==> config.mk <==
export PLATFORM = sky130hd
export DESIGN_NAME = spi_tx_arbiter
export DESIGN_NICKNAME = d
export VERILOG_FILES = /design/src/rtl/spi_tx_arbiter.sv
export SDC_FILE = /design/constraint.sdc
export NUM_CORES = 1
export LEC_CHECK = 0
export BUFFER_PORTS_ARGS = -buffer_cell sky130_fd_sc_hd__clkbuf_2
export CORE_AREA = 10 10 117 119
export DETAILED_ROUTE_END_ITERATION = 7
export DIE_AREA = 0 0 127 129
export SKIP_CTS_REPAIR_TIMING = 1
export SYNTH_ARGS = -nofsm -noshare
export SYNTH_HDL_FRONTEND = slang
export SYNTH_SLANG_ARGS = --single-unit
==> constraint.sdc <==
create_clock -name clk -period 7.7 [get_ports clk]
set_input_delay 0.77 -clock clk [delete_from_list [all_inputs] [get_ports clk]]
set_output_delay 0.77 -clock clk [all_outputs]
set_load 0.05 [all_outputs]
==> src/rtl/spi_tx_arbiter.sv <==
// Two-source frame arbiter feeding an SPI slave packer: src0 (tracker) is overwrite-on-full, src1 (status) is lossless.
// Define SPI_ARB_HOLD_EN to make empty frames repeat the last payload with the stale tag instead of sending zero.
module spi_tx_arbiter #(
    parameter int DROP_W = 8
) (
    input  logic              clk,
    input  logic              reset,
    input  logic              req,
    input  logic              src0_valid,
    input  logic [29:0]       src0_data,
    output logic              src0_ready,
    input  logic              src1_valid,
    input  logic [29:0]       src1_data,
    output logic              src1_ready,
    output logic [31:0]       data_frame,
    output logic              frame_load,
    output logic [DROP_W-1:0] drop_cnt
);

    typedef enum logic [1:0] {
        IDLE = 2'd0,
        ARB  = 2'd1,
        LOAD = 2'd2
    } state_t;

    localparam logic [1:0] TAG_SRC0  = 2'b01;
    localparam logic [1:0] TAG_SRC1  = 2'b10;
`ifdef SPI_ARB_HOLD_EN
    localparam logic [1:0] TAG_STALE = 2'b11;
`endif

    state_t      state;
    logic [29:0] hold0;
    logic [29:0] hold1;
    logic        pend0;
    logic        pend1;
    logic        last_sel;
    logic        accept0;
    logic        accept1;
    logic        pick0;
    logic        pick1;
    logic [31:0] next_frame;
`ifdef SPI_ARB_HOLD_EN
    logic [29:0] last_payload;
`endif

    assign src0_ready = 1'b1;
    assign src1_ready = !pend1;
    assign accept0    = src0_valid;
    assign accept1    = src1_valid && !pend1;

    // last_sel: 0 = src0 went last, 1 = src1 went last; on a tie the other one wins.
    assign pick0 = (state == ARB) && pend0 && (!pend1 || last_sel);
    assign pick1 = (state == ARB) && pend1 && (!pend0 || !last_sel);

    always_comb begin
        next_frame = 32'h0;
        if (pick0) begin
            next_frame = {TAG_SRC0, hold0};
        end else if (pick1) begin
            next_frame = {TAG_SRC1, hold1};
        end else begin
`ifdef SPI_ARB_HOLD_EN
            next_frame = {TAG_STALE, last_payload};
`else
            next_frame = 32'h0;
`endif
        end
    end

    // A word arriving on the same edge its predecessor is handed to the frame becomes the new pending word, not a drop.
    always_ff @(posedge clk or posedge reset) begin
        if (reset) begin
            hold0    <= 30'h0;
            hold1    <= 30'h0;
            pend0    <= 1'b0;
            pend1    <= 1'b0;
            drop_cnt <= '0;
        end else begin
            if (accept0) begin
                hold0 <= src0_data;
                pend0 <= 1'b1;
                if (pend0 && !pick0 && (drop_cnt != {DROP_W{1'b1}})) begin
                    drop_cnt <= drop_cnt + 1'b1;
                end
            end else if (pick0) begin
                pend0 <= 1'b0;
            end

            if (accept1) begin
                hold1 <= src1_data;
                pend1 <= 1'b1;
            end else if (pick1) begin
                pend1 <= 1'b0;
            end
        end
    end

    always_ff @(posedge clk or posedge reset) begin
        if (reset) begin
            state      <= IDLE;
            data_frame <= 32'h0;
            frame_load <= 1'b0;
            last_sel   <= 1'b1;
        end else begin
            frame_load <= 1'b0;
            case (state)
                IDLE: begin
                    if (req) begin
                        state <= ARB;
                    end
                end
                ARB: begin
                    data_frame <= next_frame;
                    frame_load <= 1'b1;
                    state      <= LOAD;
                    if (pick0) begin
                        last_sel <= 1'b0;
                    end else if (pick1) begin
                        last_sel <= 1'b1;
                    end
                end
                LOAD: begin
                    state <= IDLE;
                end
                default: begin
                    state <= IDLE;
                end
            endcase
        end
    end

`ifdef SPI_ARB_HOLD_EN
    always_ff @(posedge clk or posedge reset) begin
        if (reset) begin
            last_payload <= 30'h0;
        end else if (pick0) begin
            last_payload <= hold0;
        end else if (pick1) begin
            last_payload <= hold1;
        end
    end
`endif

endmodule

**Yosys cells after proc, flatten, opt, wreduce, memory -nomap -nowiden**

Cells that the tools add are included.

- Logic and storage cells: 43
- Output and inout bits: 43
- Register bits: 106
- Input port bits: 65

- Equal/unequal tests: 3
- Reductions and logical operators: 19
- Add/sub/neg operators: 1
- Muxes and demuxes: 11

Operators with widths:

| operator | number |
|---|---|
| $mux W32 | 2 |
| $add A8 B1 Y8 const B | 1 |
| $ne A8 B8 Y1 const B | 1 |
| $logic_and A1 B1 Y1 | 7 |
| $mux W1 | 7 |
| $reduce_bool A2 Y1 | 3 |
| $logic_not A1 Y1 | 4 |
| $pmux W2 S2 | 1 |
| $reduce_and A2 Y1 | 2 |
| $eq A2 B1 Y1 const B | 1 |
| $logic_not A2 Y1 | 1 |
| $logic_or A1 B1 Y1 | 2 |
| $mux W2 | 1 |
| $ne A2 B2 Y1 const B | 1 |

**Depth between registers and ports, before layout**

- Depth in word-level cells: 7
- Depth in mapped cells: 7
- Depth with buffers taken out: 5

**Worst setup path after synthesis**

No wires, ideal clock.

- Path type: input to register
- Start: in src0_valid
- End: reg drop_cnt[1]
- Data arrival time: 1.742 ns
- Stages on the path: 5
- Path buffers: 1
- Required time: 7.572 ns
- Setup slack: 5.830 ns
- Library setup time: 0.128 ns
- Cells stage by stage: clkbuf_1 -> nand2_1 -> a21o_1 -> nor2_1 -> mux2_1

- Longest elaborated chain between the ends: 1

Ends and longest elaborated chain:

| item | RTL line | RTL |
|---|---|---|
| from (decl) | 9 | `input logic src0_valid,` |
| $reduce_and A2 Y1 (no line) | n/a |  |
| to (signal assigned) | 84 | `drop_cnt <= drop_cnt + 1'b1;` |
| to (decl) | 17 | `output logic [DROP_W-1:0] drop_cnt` |

Every way passes these cells.
A chain may end at the register's enable or synchronous reset.

**Final worst setup path**

- Start: reg pend1
- End: out src1_ready

- Longest elaborated chain between the ends: 1

Ends and longest elaborated chain:

| item | RTL line | RTL |
|---|---|---|
| from (decl) | 36 | `logic pend1;` |
| from (signal assigned) | 77 | `pend1 <= 1'b0;` |
| from (signal assigned) | 92 | `pend1 <= 1'b1;` |
| from (signal assigned) | 94 | `pend1 <= 1'b0;` |
| $logic_not A1 Y1 | 48 | `assign src1_ready = !pend1;` |
| to (decl) | 14 | `output logic src1_ready,` |

Every way passes these cells.

==> metrics.cfg <==
[layout]
multiInputGateArea_sq_um = 1683
antenna_cells = 0
nNetsFinal = 498
drive_gt1_share_pct = 51.72
seqCellArea_sq_um = 2654
fillCellCount = 1045
fin_area_sq_um = 5465
syn2layout_area_growth_pct = 21.84

[routing]
viasPerCell = 5.034
drtPass1Iterations = 4
ant_nets = 0
drc = 0
wire_per_inst_microns = 18.65
drt-initial-drc-count = 168
drt-total-wl_microns = 10820
route.vias.total = 2920

[global_route]
grt_max_degree = 59
grt_pass1_wl_microns = 17550
grt_usage_pct = 13.53
antenna_found_initial = 0
overflow = 0
grt_pass1_vias = 3351

[placement]
placedInstanceArea_sq_um = 5097
port-buffer-count = 106
post-place-ws_ns = 5.321
hpwl_microns = 7257
gp_congestion = 0.7174

[critical_path]
r2r_start = pend1$_DFFE_PP0P_
rrSetupSlack_ns = 5.69
r2r-end = data_frame[20]$_DFFE_PP0N_
critical_path_arrival_ns = 1.32
required_ns = 6.93
cp-end-kind = output pin
cp_max_fo = 5
cp-start-kind = flop
critPathKind = reg -> out
r2r_cells = 5

[clock_tree]
htreeDepth = 3
cts_inserted_buffers = 9
cts_num_sinks = 106
clockBufferDepth = 2
path_clk_slew_ns = 0.07
cts_root_buf = clkbuf_16
cts_tree = yes
clock_latency_ns = 0.34

[die]
die_area_sq_um = 16380
die_height_microns = 129
core_area_sq_um = 11320
dieWidth_microns = 127
start_util_pct = 39.62
ios = 108
rows = 39

[logic_synthesis]
synth_area_leaders = dfrtp_1, mux2_2, a221oi_2
synth-warning-count = 0
syn_avg_cell_area_sq_um = 13.43
synthesis.nets = 400
async_reset_ff_share_pct = 100.0
yosysTopAreaCellShare_pct = 58.58
syn_area_sq_um = 4486
synth_edf_count = 0
yosys.area.top_type = dfrtp_1
yosys.cell_count.top_type = dfrtp_1
yosysSeqAreaShare_pct = 59.16
synth_cells = 334
synth_ff_type = dfrtp_1
ys_ff_latch = 106
synthTopCellsByCount = dfrtp_1, nor2_1, mux2_2, a221oi_2, nand2_1
synth.distinct_cells = 33

[sta]
final_hold_viol_count = 0
fin_tns_setup_ns = 0
tightest_slew_ns = 0.9649
fin_worst_skew_ns = 0.003611
finalSetupViolations = 0
period_minus_slack_ns = 2.090
worst_slack_ns = 5.610
fin_crit_sh_pct = 27.15
relSlewSlack_pct = 35.54
final_max_slew_viol_count = 0
fmax_mhz = 478.4
rsz0062_at_grt = false

[power]
peakVddDrop_mv = 0.2783
leakage_nw = 2.498
p_per_area_nw_per_um2 = 441.6

[hold_path]
whs_endpoint = state[0]$_DFFE_PP0P_
min_path_type = reg -> reg
hp-start = state[1]$_DFFE_PP0P_
whs_path_depth = 1

[run_status]
status = finished, final reports clean

[run]
maxCapViolations = 0

## critical path: stages, from the launching register on
cell and delay (ns):
dfrtp_1 0.49, inv_1 0.18, clkbuf_2 0.31
## registers in the layout, indices dropped and copies added (netlist names)
signal and count:
data_frame 32, drop_cnt 8, frame_load 1, hold0 30
hold1 30, last_sel 1, pend0 1, pend1 1
state 2
## worst max path at each step
stage	startpoint	to	slack, ns	cells after the start
2_1_floorplan	reset	data_frame[0]$_DFFE_PP0N_	4.14	1
3_3_place_gp	src0_valid	drop_cnt[1]$_DFFE_PP0P_	5.35	6
3_5_place_dp	src0_valid	drop_cnt[1]$_DFFE_PP0P_	5.32	6
4_1_cts	pend1$_DFFE_PP0P_	src1_ready	5.60	2
5_1_grt	pend1$_DFFE_PP0P_	src1_ready	5.56	2
6_report	pend1$_DFFE_PP0P_	src1_ready	5.61	2
## per-layer routing
metal	share of wire, %	wire [microns]	GRT usage (%)
met4	1.3	140	3.818
met5	0	0	0
met2	49	5305	22.93
met3	5.6	603	4.641
met1	44	4767	15.99
## where the power goes
group / internal (mW) / switching, mW / leakage (nW)
registers: 0.763 / 0.149 / 1.23
clock network: 0.359 / 0.199 / 0.180
logic: 0.275 / 0.669 / 1.09
total: 1.40 / 1.02 / 2.50
## kinds of logic (layout without fill, tap and decap cells)
group	Yosys count	count (layout)	synth area share [%]
buf+inv	28	131	3.793
other cells	1	1	0.08360
fa+ha+maj	1	1	0.2789
xor+xnor	3	3	0.5859
compound gates	41	41	11.63
flops	106	106	59.16
mux	63	63	15.82
simple gates	91	91	8.647
## cell usage in the layout (no fill, tap or decap), drive strengths merged, types with 2 or more instances in the layout
| cell | n |
|---|---|
| bufinv | 4 |
| nand4 | 2 |
| nor3 | 2 |
| a21oi | 5 |
| dfrtp | 105 |
| buf | 4 |
| a31oi | 2 |
| nor2 | 65 |
| clkbuf | 117 |
| inv | 5 |
| nor2b | 2 |
| xor2 | 3 |
| nand2 | 11 |
| a221oi | 30 |
| nand2b | 3 |
| nand3 | 4 |
| mux2 | 63 |
## through the flow
stage          cells  power [mW]  util, %  hold WS (ns)
6_report         580       2.414    48.28        0.4191
5_1_grt          580       2.552    48.28        0.4415
4_1_cts          580       2.454    48.28        0.4164
3_5_place_dp     564       1.886    45.03        0.4115
3_3_place_gp     564       1.863    45.03        0.4064
2_1_floorplan    334       1.663        -        0.3993
## layout make-up
type                    count  area share (%)
clock buffers              11           4.441
clock inverters             5           2.289
inverters                   5          0.3892
multi-input cells         200           30.79
flip-flops and latches    106           48.56
well taps                 143           3.274
repair buffers            110           10.26
Power figures use the tool's default switching activity.
